## config.mk

```make
export PLATFORM = sky130hd
export DESIGN_NAME = cpu_fetch_stage
export DESIGN_NICKNAME = d
export VERILOG_FILES = /design/src/rtl/cpu_pkg.sv /design/src/rtl/fetch_fifo.sv /design/src/rtl/cpu_fetch_stage.sv
export SDC_FILE = /design/constraint.sdc
export NUM_CORES = 1
export LEC_CHECK = 0
export CORE_MARGIN = 5
export CORE_UTILIZATION = 55
export CTS_CLUSTER_SIZE = 8
export DETAILED_ROUTE_END_ITERATION = 6
export MAX_ROUTING_LAYER = met4
export PLACE_DENSITY_LB_ADDON = 0.05
export SLEW_MARGIN = 0
export SYNTH_ARGS = -nofsm -noshare
export SYNTH_HDL_FRONTEND = slang
export SYNTH_SLANG_ARGS = --single-unit
```

## constraint.sdc

```tcl
create_clock -name clk -period 7.11 [get_ports clk]
set_input_delay 2.133 -clock clk [delete_from_list [all_inputs] [get_ports clk]]
set_output_delay 2.133 -clock clk [all_outputs]
set_load 0.1 [all_outputs]
```

## src/rtl/cpu_pkg.sv

```systemverilog
// Shared CPU definitions: command/PC geometry, opcode set, fetch record and
// fetch-stage state encoding.
package cpu_pkg;

    localparam int CMD_W     = 47;
    localparam int PC_W      = 10;
    localparam int OP_SIZE   = 5;
    localparam int ADDR_SIZE = PC_W;

    typedef enum logic [OP_SIZE-1:0] {
        NOP    = 5'd0,
        LOAD   = 5'd1,
        STORE  = 5'd2,
        ADD    = 5'd3,
        SUB    = 5'd4,
        AND_OP = 5'd5,
        OR_OP  = 5'd6,
        XOR_OP = 5'd7,
        CMP    = 5'd8,
        JMP    = 5'd9,
        JMPF   = 5'd10,
        WRTRES = 5'd11
    } opcode_e;

    typedef struct packed {
        logic [PC_W-1:0]  pc;
        logic [CMD_W-1:0] cmd;
    } fetch_entry_t;

    typedef enum logic {
        RUN   = 1'b0,
        FLUSH = 1'b1
    } fetch_state_e;

    function automatic logic [PC_W-1:0] pc_next(input logic [PC_W-1:0] pc);
        return pc + PC_W'(1);
    endfunction

endpackage

```

## src/rtl/fetch_fifo.sv

```systemverilog
// Prefetch FIFO holding {pc, command} records; flush empties it in one cycle
// and overrides any push or pop in the same cycle.
module fetch_fifo #(
    parameter int DEPTH = 4,
    parameter int W     = 57
) (
    input  logic                     clk,
    input  logic                     reset,
    input  logic                     flush_i,
    input  logic                     push_i,
    input  logic [W-1:0]             push_data_i,
    input  logic                     pop_i,
    output logic [W-1:0]             head_o,
    output logic [$clog2(DEPTH):0]   level_o
);
    localparam int PTR_W = $clog2(DEPTH);
    localparam int LVL_W = $clog2(DEPTH) + 1;

    logic [W-1:0]     mem_q [DEPTH];
    logic [PTR_W-1:0] wr_ptr_q, wr_ptr_d;
    logic [PTR_W-1:0] rd_ptr_q, rd_ptr_d;
    logic [LVL_W-1:0] level_q, level_d;
    logic             do_push, do_pop;

    always_comb begin
        do_push  = push_i && (level_q != LVL_W'(DEPTH)) && !flush_i;
        do_pop   = pop_i && (level_q != '0) && !flush_i;
        wr_ptr_d = wr_ptr_q;
        rd_ptr_d = rd_ptr_q;
        level_d  = level_q;
        if (flush_i) begin
            wr_ptr_d = '0;
            rd_ptr_d = '0;
            level_d  = '0;
        end else begin
            if (do_push) wr_ptr_d = wr_ptr_q + PTR_W'(1);
            if (do_pop)  rd_ptr_d = rd_ptr_q + PTR_W'(1);
            level_d = level_q + LVL_W'(do_push) - LVL_W'(do_pop);
        end
    end

    always_ff @(posedge clk) begin
        if (reset) begin
            wr_ptr_q <= '0;
            rd_ptr_q <= '0;
            level_q  <= '0;
        end else begin
            wr_ptr_q <= wr_ptr_d;
            rd_ptr_q <= rd_ptr_d;
            level_q  <= level_d;
        end
    end

    // Storage is datapath only; emptiness is tracked by level_q.
    always_ff @(posedge clk) begin
        if (do_push && !reset) mem_q[wr_ptr_q] <= push_data_i;
    end

    assign head_o  = (level_q != '0) ? mem_q[rd_ptr_q] : '0;
    assign level_o = level_q;

endmodule

```

## src/rtl/cpu_fetch_stage.sv

```systemverilog
// Instruction-fetch front end: owns the PC, prefetches from synchronous program
// memory into fetch_fifo and hands commands to decode over valid/ready.
module cpu_fetch_stage
    import cpu_pkg::*;
#(
    parameter int FIFO_DEPTH = 4
) (
    input  logic                          clk,
    input  logic                          reset,
    output logic                          imem_rd_en_o,
    output logic [PC_W-1:0]               imem_addr_o,
    input  logic [CMD_W-1:0]              imem_rdata_i,
    input  logic                          redirect_valid_i,
    input  logic [PC_W-1:0]               redirect_pc_i,
    output logic                          cmd_valid_o,
    input  logic                          cmd_ready_i,
    output logic [CMD_W-1:0]              cmd_data_o,
    output logic [PC_W-1:0]               cmd_pc_o,
    output logic [$clog2(FIFO_DEPTH):0]   fifo_level_o
);
    localparam int LVL_W = $clog2(FIFO_DEPTH) + 1;

    fetch_state_e     state_q, state_d;
    logic [PC_W-1:0]  fetch_pc_q, fetch_pc_d;
    logic [PC_W-1:0]  rd_pc_p1_q;
    logic             rd_vld_p1_q, rd_vld_p1_d;
    logic [LVL_W-1:0] level;
    logic [LVL_W-1:0] occupancy;
    logic             issue, push, pop;
    fetch_entry_t     push_entry, head_entry;

    always_comb begin
        // Reserve a slot for the read in flight so the FIFO can never overflow.
        occupancy   = level + LVL_W'(rd_vld_p1_q);
        issue       = !reset && !redirect_valid_i && (occupancy < LVL_W'(FIFO_DEPTH));
        push        = rd_vld_p1_q && !redirect_valid_i && (state_q == RUN);
        pop         = cmd_valid_o && cmd_ready_i && !redirect_valid_i;
        rd_vld_p1_d = issue;
        state_d     = redirect_valid_i ? FLUSH : RUN;
        fetch_pc_d  = fetch_pc_q;
        if (redirect_valid_i) fetch_pc_d = redirect_pc_i;
        else if (issue)       fetch_pc_d = pc_next(fetch_pc_q);
        push_entry  = '{pc: rd_pc_p1_q, cmd: imem_rdata_i};
    end

    // Issue stage: control state, killed on reset or redirect.
    always_ff @(posedge clk) begin
        if (reset) begin
            state_q     <= RUN;
            fetch_pc_q  <= '0;
            rd_vld_p1_q <= 1'b0;
        end else begin
            state_q     <= state_d;
            fetch_pc_q  <= fetch_pc_d;
            rd_vld_p1_q <= rd_vld_p1_d;
        end
    end

    // Return stage: remembers which address the pending read belongs to.
    always_ff @(posedge clk) begin
        if (issue) rd_pc_p1_q <= fetch_pc_q;
    end

    fetch_fifo #(
        .DEPTH (FIFO_DEPTH),
        .W     ($bits(fetch_entry_t))
    ) u_fifo (
        .clk         (clk),
        .reset       (reset),
        .flush_i     (redirect_valid_i),
        .push_i      (push),
        .push_data_i (push_entry),
        .pop_i       (pop),
        .head_o      (head_entry),
        .level_o     (level)
    );

    assign imem_rd_en_o = issue;
    assign imem_addr_o  = fetch_pc_q;
    assign cmd_valid_o  = (level != '0);
    assign cmd_data_o   = head_entry.cmd;
    assign cmd_pc_o     = head_entry.pc;
    assign fifo_level_o = level;

endmodule
```

== Yosys cells after proc, flatten, opt, wreduce, memory -nomap -nowiden ==
Memories as Yosys holds them, arrays and structs flattened. A register that Yosys moved wholly into a read port is not among the register bits.
Index checks and enable logic that the tools add are counted.
Cells by class
  add/subtract/negate cells: 6
  multipliers: 0
  divide/modulo/power cells: 0
  magnitude comparators: 1
  equal/unequal tests: 1
  shifts and indexed selects: 0
  muxes and demuxes: 8
  bitwise logic cells: 1
  reduce and logical (&&, ||, !) cells: 16
Operators with widths (number)
  $mux 57: 1
  $mux 10: 2
  $logic_and 1x1->1: 11
  $add 10x1->10 const B: 1
  $add 3x1->3: 2
  $add 2x1->2 const B: 2
  $mux 2: 2
  $lt 3x3->1 const B: 1
  $mux 1: 3
  $ne 3x3->1 const B: 1
  $reduce_bool 3->1: 1
  $sub 3x1->3: 1
  $logic_not 1->1: 2
  $reduce_bool 2->1: 1
  $reduce_or 2->1: 1
  $not 1->1: 1
Storage, ports and cells
  flip-flop bits (word level): 29
  latch bits: 0
  memory bits (writable): 228
  bits in read-only memories: 0
  bits of input ports: 61
  output and inout port bits: 72
  logic and storage cells: 41
  memories: 1
Memories
  u_fifo.mem_q: depth 4, bits a word 57, rd ports 1, clocked after Yosys merged registers in 1, wr ports 1, RTL line fetch_fifo.sv:19  | logic [W-1:0] mem_q [DEPTH];

== Depth between registers and ports, before layout ==
  depth in word-level cells: 8
  mapped depth: 12
  mapped depth without buffers: 10

== Modules after synthesis ==
From an unflattened synthesis, not the netlist that was laid out.
Second synthesis, totals
  cells, all modules: 496
  area, all modules: 10029.6 um2
Modules (own cells, without submodules)
  fetch_fifo: instances 1, cells an instance 410, area each 9073.7 um2, seq. area each 7026.7 um2
  cpu_fetch_stage: instances 1, cells an instance 86, area each 955.9 um2, seq. area each 540.5 um2

== Worst setup path before layout ==
OpenSTA, ideal clock, no wires.
  path kind: in2out
  from: in redirect_valid_i
  to: out imem_rd_en_o
  data arrival time: 4.478 ns
  data required time: 4.977 ns
  slack: 0.499 ns
  stages on the path: 4
  path buffers: 2
  cell sequence: clkbuf_1 or2_2 clkbuf_1 nor2_1
Between the ends
  cells in the longest elaborated chain, start to end: 3
RTL lines
  from (decl): RTL line cpu_fetch_stage.sv:13  | input logic redirect_valid_i,
  $logic_not 1->1: RTL line cpu_fetch_stage.sv:35  | issue = !reset && !redirect_valid_i && (occupancy < LVL_W'(FIFO_DEPTH));
  $logic_and 1x1->1 (2 in series): RTL line cpu_fetch_stage.sv:35
  to (decl): RTL line cpu_fetch_stage.sv:10  | output logic imem_rd_en_o,
No other way between the ends.

== Final worst setup path ==
  from: in reset
  to: out imem_rd_en_o
Between the ends
  cells in the longest elaborated chain, start to end: 3
RTL lines
  from (decl): RTL line cpu_fetch_stage.sv:9  | input logic reset,
  $logic_not 1->1: RTL line cpu_fetch_stage.sv:35
  $logic_and 1x1->1 (2 in series): RTL line cpu_fetch_stage.sv:35
No other way between the ends.

==> flow_metrics.py <==
metrics = {
    "setup_path": {
        "crit_type": "primary input to output port",
        "critPathMaxStageDelay_ps": 660,
        "cp-start-kind": "primary input",
        "worstPathRequired_ps": 4980,
        "r2r_cells": 10,
        "cp_max_fo": 13,
        "cpMaxStageDelayCell": "clkdlybuf4s50_1",
        "end_kind": "output port",
        "crit_arrival_ps": 3800,
        "worst-path-buf-inv": 2,
        "critical_path_depth": 4,
        "worstPathCellList": "clkdlybuf4s50_1 > or2_2 > nor2_1 > buf_12",
        "crit_family": "buffers and inverters",
        "r2r_slack_ps": 4010,
    },
    "clocking": {
        "h-tree-depth": 2,
        "postCtsHoldBufs": 0,
        "clk_latency_ps": 490,
        "cts_setup_buffers": 0,
        "cts_tree": "done",
        "clk_pin_slew_worst_paths_ps": 50,
        "cts_buffers": 38,
        "numClockSinks": 259,
        "post_cts_resized": 0,
        "clockBufferDepth": 3,
        "clockRootBuffer": "clkbuf_16",
    },
    "power": {
        "vdd_drop_max_uv": 227,
        "pwr_density_cell_nw_per_um2": 277,
        "leakage_nw": 4.06,
    },
    "floorplanning": {
        "core-area_um2": 17900,
        "die_area_um2": 21000,
        "rows": 49,
        "start_util_pct": 55.8,
        "chipWidth_um": 145,
        "pin_count": 133,
        "die_h_um": 145,
    },
    "sta": {
        "fin_crit_ps": 5930,
        "setup_viol": 0,
        "setup_slack_ps": 1180,
        "clock_skew_ps": 6.77,
        "maxSlewViolCount": 0,
        "rsz0062_at_grt": "no",
        "fmax_mhz": 169,
        "slew_headroom_pct": 28.2,
        "hold_viol": 0,
        "tns_ps": 0,
        "post-route-period-util_pct": 83.4,
        "tightest_slew_ps": 1080,
    },
    "grt": {
        "first_global_vias": 5537,
        "antenna_found_initial": 1,
        "overflow": 0,
        "grt_pass1_wl_um": 29100,
        "grt.total_usage_pct": 18.7,
        "grt.met1_usage_pct": 24.5,
        "grt_max_degree": 61,
        "grt_busiest_layer": "met2",
        "grt_use_met3_pct": 4.11,
        "met2_usage_pct": 30.3,
    },
    "place": {
        "dp_hpwl_um": 10400,
        "io_buffer_count": 132,
        "dp_slack_ps": 1210,
        "finalWeightedCongestion": 0.917,
    },
    "drt": {
        "dr.pass1.iters": 5,
        "totalWireLength_um": 18400,
        "wire_per_inst_um": 20.6,
        "drc": 0,
        "vias": 4991,
        "drt-initial-drc-count": 320,
        "viasPerCell": 5.58,
        "antenna_left": 0,
    },
    "yosys": {
        "synth.distinct_cells": 39,
        "yosysSeqAreaShare_pct": 75.7,
        "syn_inst": 498,
        "synth_nets": 567,
        "synth-seq-cells": 259,
        "yosys_warnings": 0,
        "synthArstFlopShare_pct": 0,
        "yosys.area.top_type": "edfxtp_1",
        "ys_top_cells_by_area": "edfxtp_1 (71%), mux4_2 (13%), dfxtp_1 (4.2%), and2_1 (4.1%), ha_1 (0.88%)",
        "postSynthAreaPerCell_um2": 20.1,
        "netlist_area_um2": 10000,
        "synth_top_area_share_pct": 71.5,
        "synth_edf_count": 238,
        "synth-main-ff-cell": "edfxtp_1",
    },
    "layout": {
        "layout-drive-gt1-share_pct": 17.2,
        "num-fill-cells": 1132,
        "area_growth_pct": 26.3,
        "finalNetCount": 718,
    },
    "status": {
        "status": "complete, no violations",
    },
    "flow_run": {
        "drv_cap": 0,
    },
    "worst_hold_path": {
        "hp-class": "flip-flop to flip-flop",
        "hold_depth": 0,
    },
}
worst paths after layout:
path,from,to
min reg2reg,rd_pc_p1_q[0]$_DFFE_PP_,u_fifo.mem_q[3][47]$_DFFE_PP_
max reg2reg,u_fifo.level_o[2]$_SDFF_PN0_,u_fifo.level_o[2]$_SDFF_PN0_
min,rd_pc_p1_q[0]$_DFFE_PP_,u_fifo.mem_q[3][47]$_DFFE_PP_
max,reset,imem_rd_en_o
layout make-up:
type	instances	area (um^2)	area share, %
Antenna cell	1	2.50	0.0198
Clock buffer	54	1070	8.51
Clock inverter	1	7.51	0.0594
Inverter	10	37.5	0.297
Multi-Input combinational cell	205	2290	18.2
Sequential cell	259	7570	60.0
Tap cell	229	287	2.27
Timing Repair Buffer	135	1350	10.7
logic make-up (layout without fill, tap and decap cells):
family / Yosys count / count (layout) / share of synthesized area, %
simple gates: 105 / 105 / 6.05
buf+inv: 34 / 200 / 1.48
compound gates: 23 / 23 / 1.79
mux: 59 / 59 / 13.0
xor+xnor: 10 / 10 / 0.876
flops: 259 / 259 / 75.7
fa+ha+maj: 8 / 8 / 1.08
other cells: 0 / 1 / 0
layout by cell type (no fill, tap or decap), types with 2 or more instances in the layout:
cell type | netlist | routed
nand3_1 | 4 | 4
dfxtp_1 | 21 | 19
xor2_1 | 6 | 6
nand2_1 | 4 | 4
inv_1 | 10 | 10
ha_1 | 7 | 7
o21a_1 | 2 | 2
clkbuf_16 | 0 | 41
a211oi_1 | 5 | 5
o31a_1 | 3 | 3
and4_1 | 2 | 2
nor2_1 | 18 | 18
buf_4 | 4 | 3
nor4_1 | 2 | 2
a31oi_2 | 2 | 2
clkdlybuf4s50_1 | 0 | 131
clkbuf_1 | 13 | 13
xnor2_1 | 4 | 4
mux2i_1 | 2 | 2
o211ai_1 | 2 | 2
a21oi_1 | 2 | 2
and2_1 | 65 | 61
a311oi_1 | 2 | 2
mux4_2 | 57 | 57
edfxtp_1 | 238 | 238
and2_4 | 0 | 4
dfxtp_4 | 0 | 2
o21ai_0 | 2 | 2
layer usage:
layer	routed length [um]	vias to the layer above
met5	0	-
met4	281	0
met3	1090	28
met2	9370	148
met1	7680	2534
li1	-	2281
registers in the layout, indices dropped and copies added, names as in the netlist, named ones only:
register / flops
state_q: 1
rd_pc_p1_q: 10
rd_vld_p1_q: 1
imem_addr_o: 10
u_fifo.mem_q: 228
u_fifo.rd_ptr_q: 2
u_fifo.level_o: 3
u_fifo.wr_ptr_q: 2
power breakdown:
part           switching, mW  internal, mW  leakage, nW  total [mW]
Combinational          0.142        0.0715         1.22       0.214
Sequential            0.0137          1.68         2.32        1.70
Clock                  0.567          1.03        0.521        1.60
metrics by stage:
| step | utilization [%] | cells | power [mW] | cell area (um^2) | hold WS (ps) |
|---|---|---|---|---|---|
| 2_1_floorplan | - | 498 | 1.85 | 10000 | 459 |
| 6_report | 70.6 | 894 | 3.50 | 12600 | 487 |
| 5_1_grt | 70.6 | 894 | 3.62 | 12600 | 514 |
| 4_1_cts | 70.5 | 893 | 3.54 | 12600 | 494 |
| 3_3_place_gp | 64.5 | 838 | 1.93 | 11500 | 465 |
| 3_5_place_dp | 64.5 | 838 | 1.94 | 11500 | 483 |
cells in the mapped netlist (all sizes together), types with 3 or more instances:
cell type,instances
xor2,6
dfxtp,21
nand3,4
nor2,19
and2,65
ha,7
buf,11
inv,10
o21ai,3
edfxtp,238
o31a,3
clkbuf,13
a211oi,5
nand2,4
mux4,57
xnor2,4
Note: power is estimated with default switching activity, not from simulation.
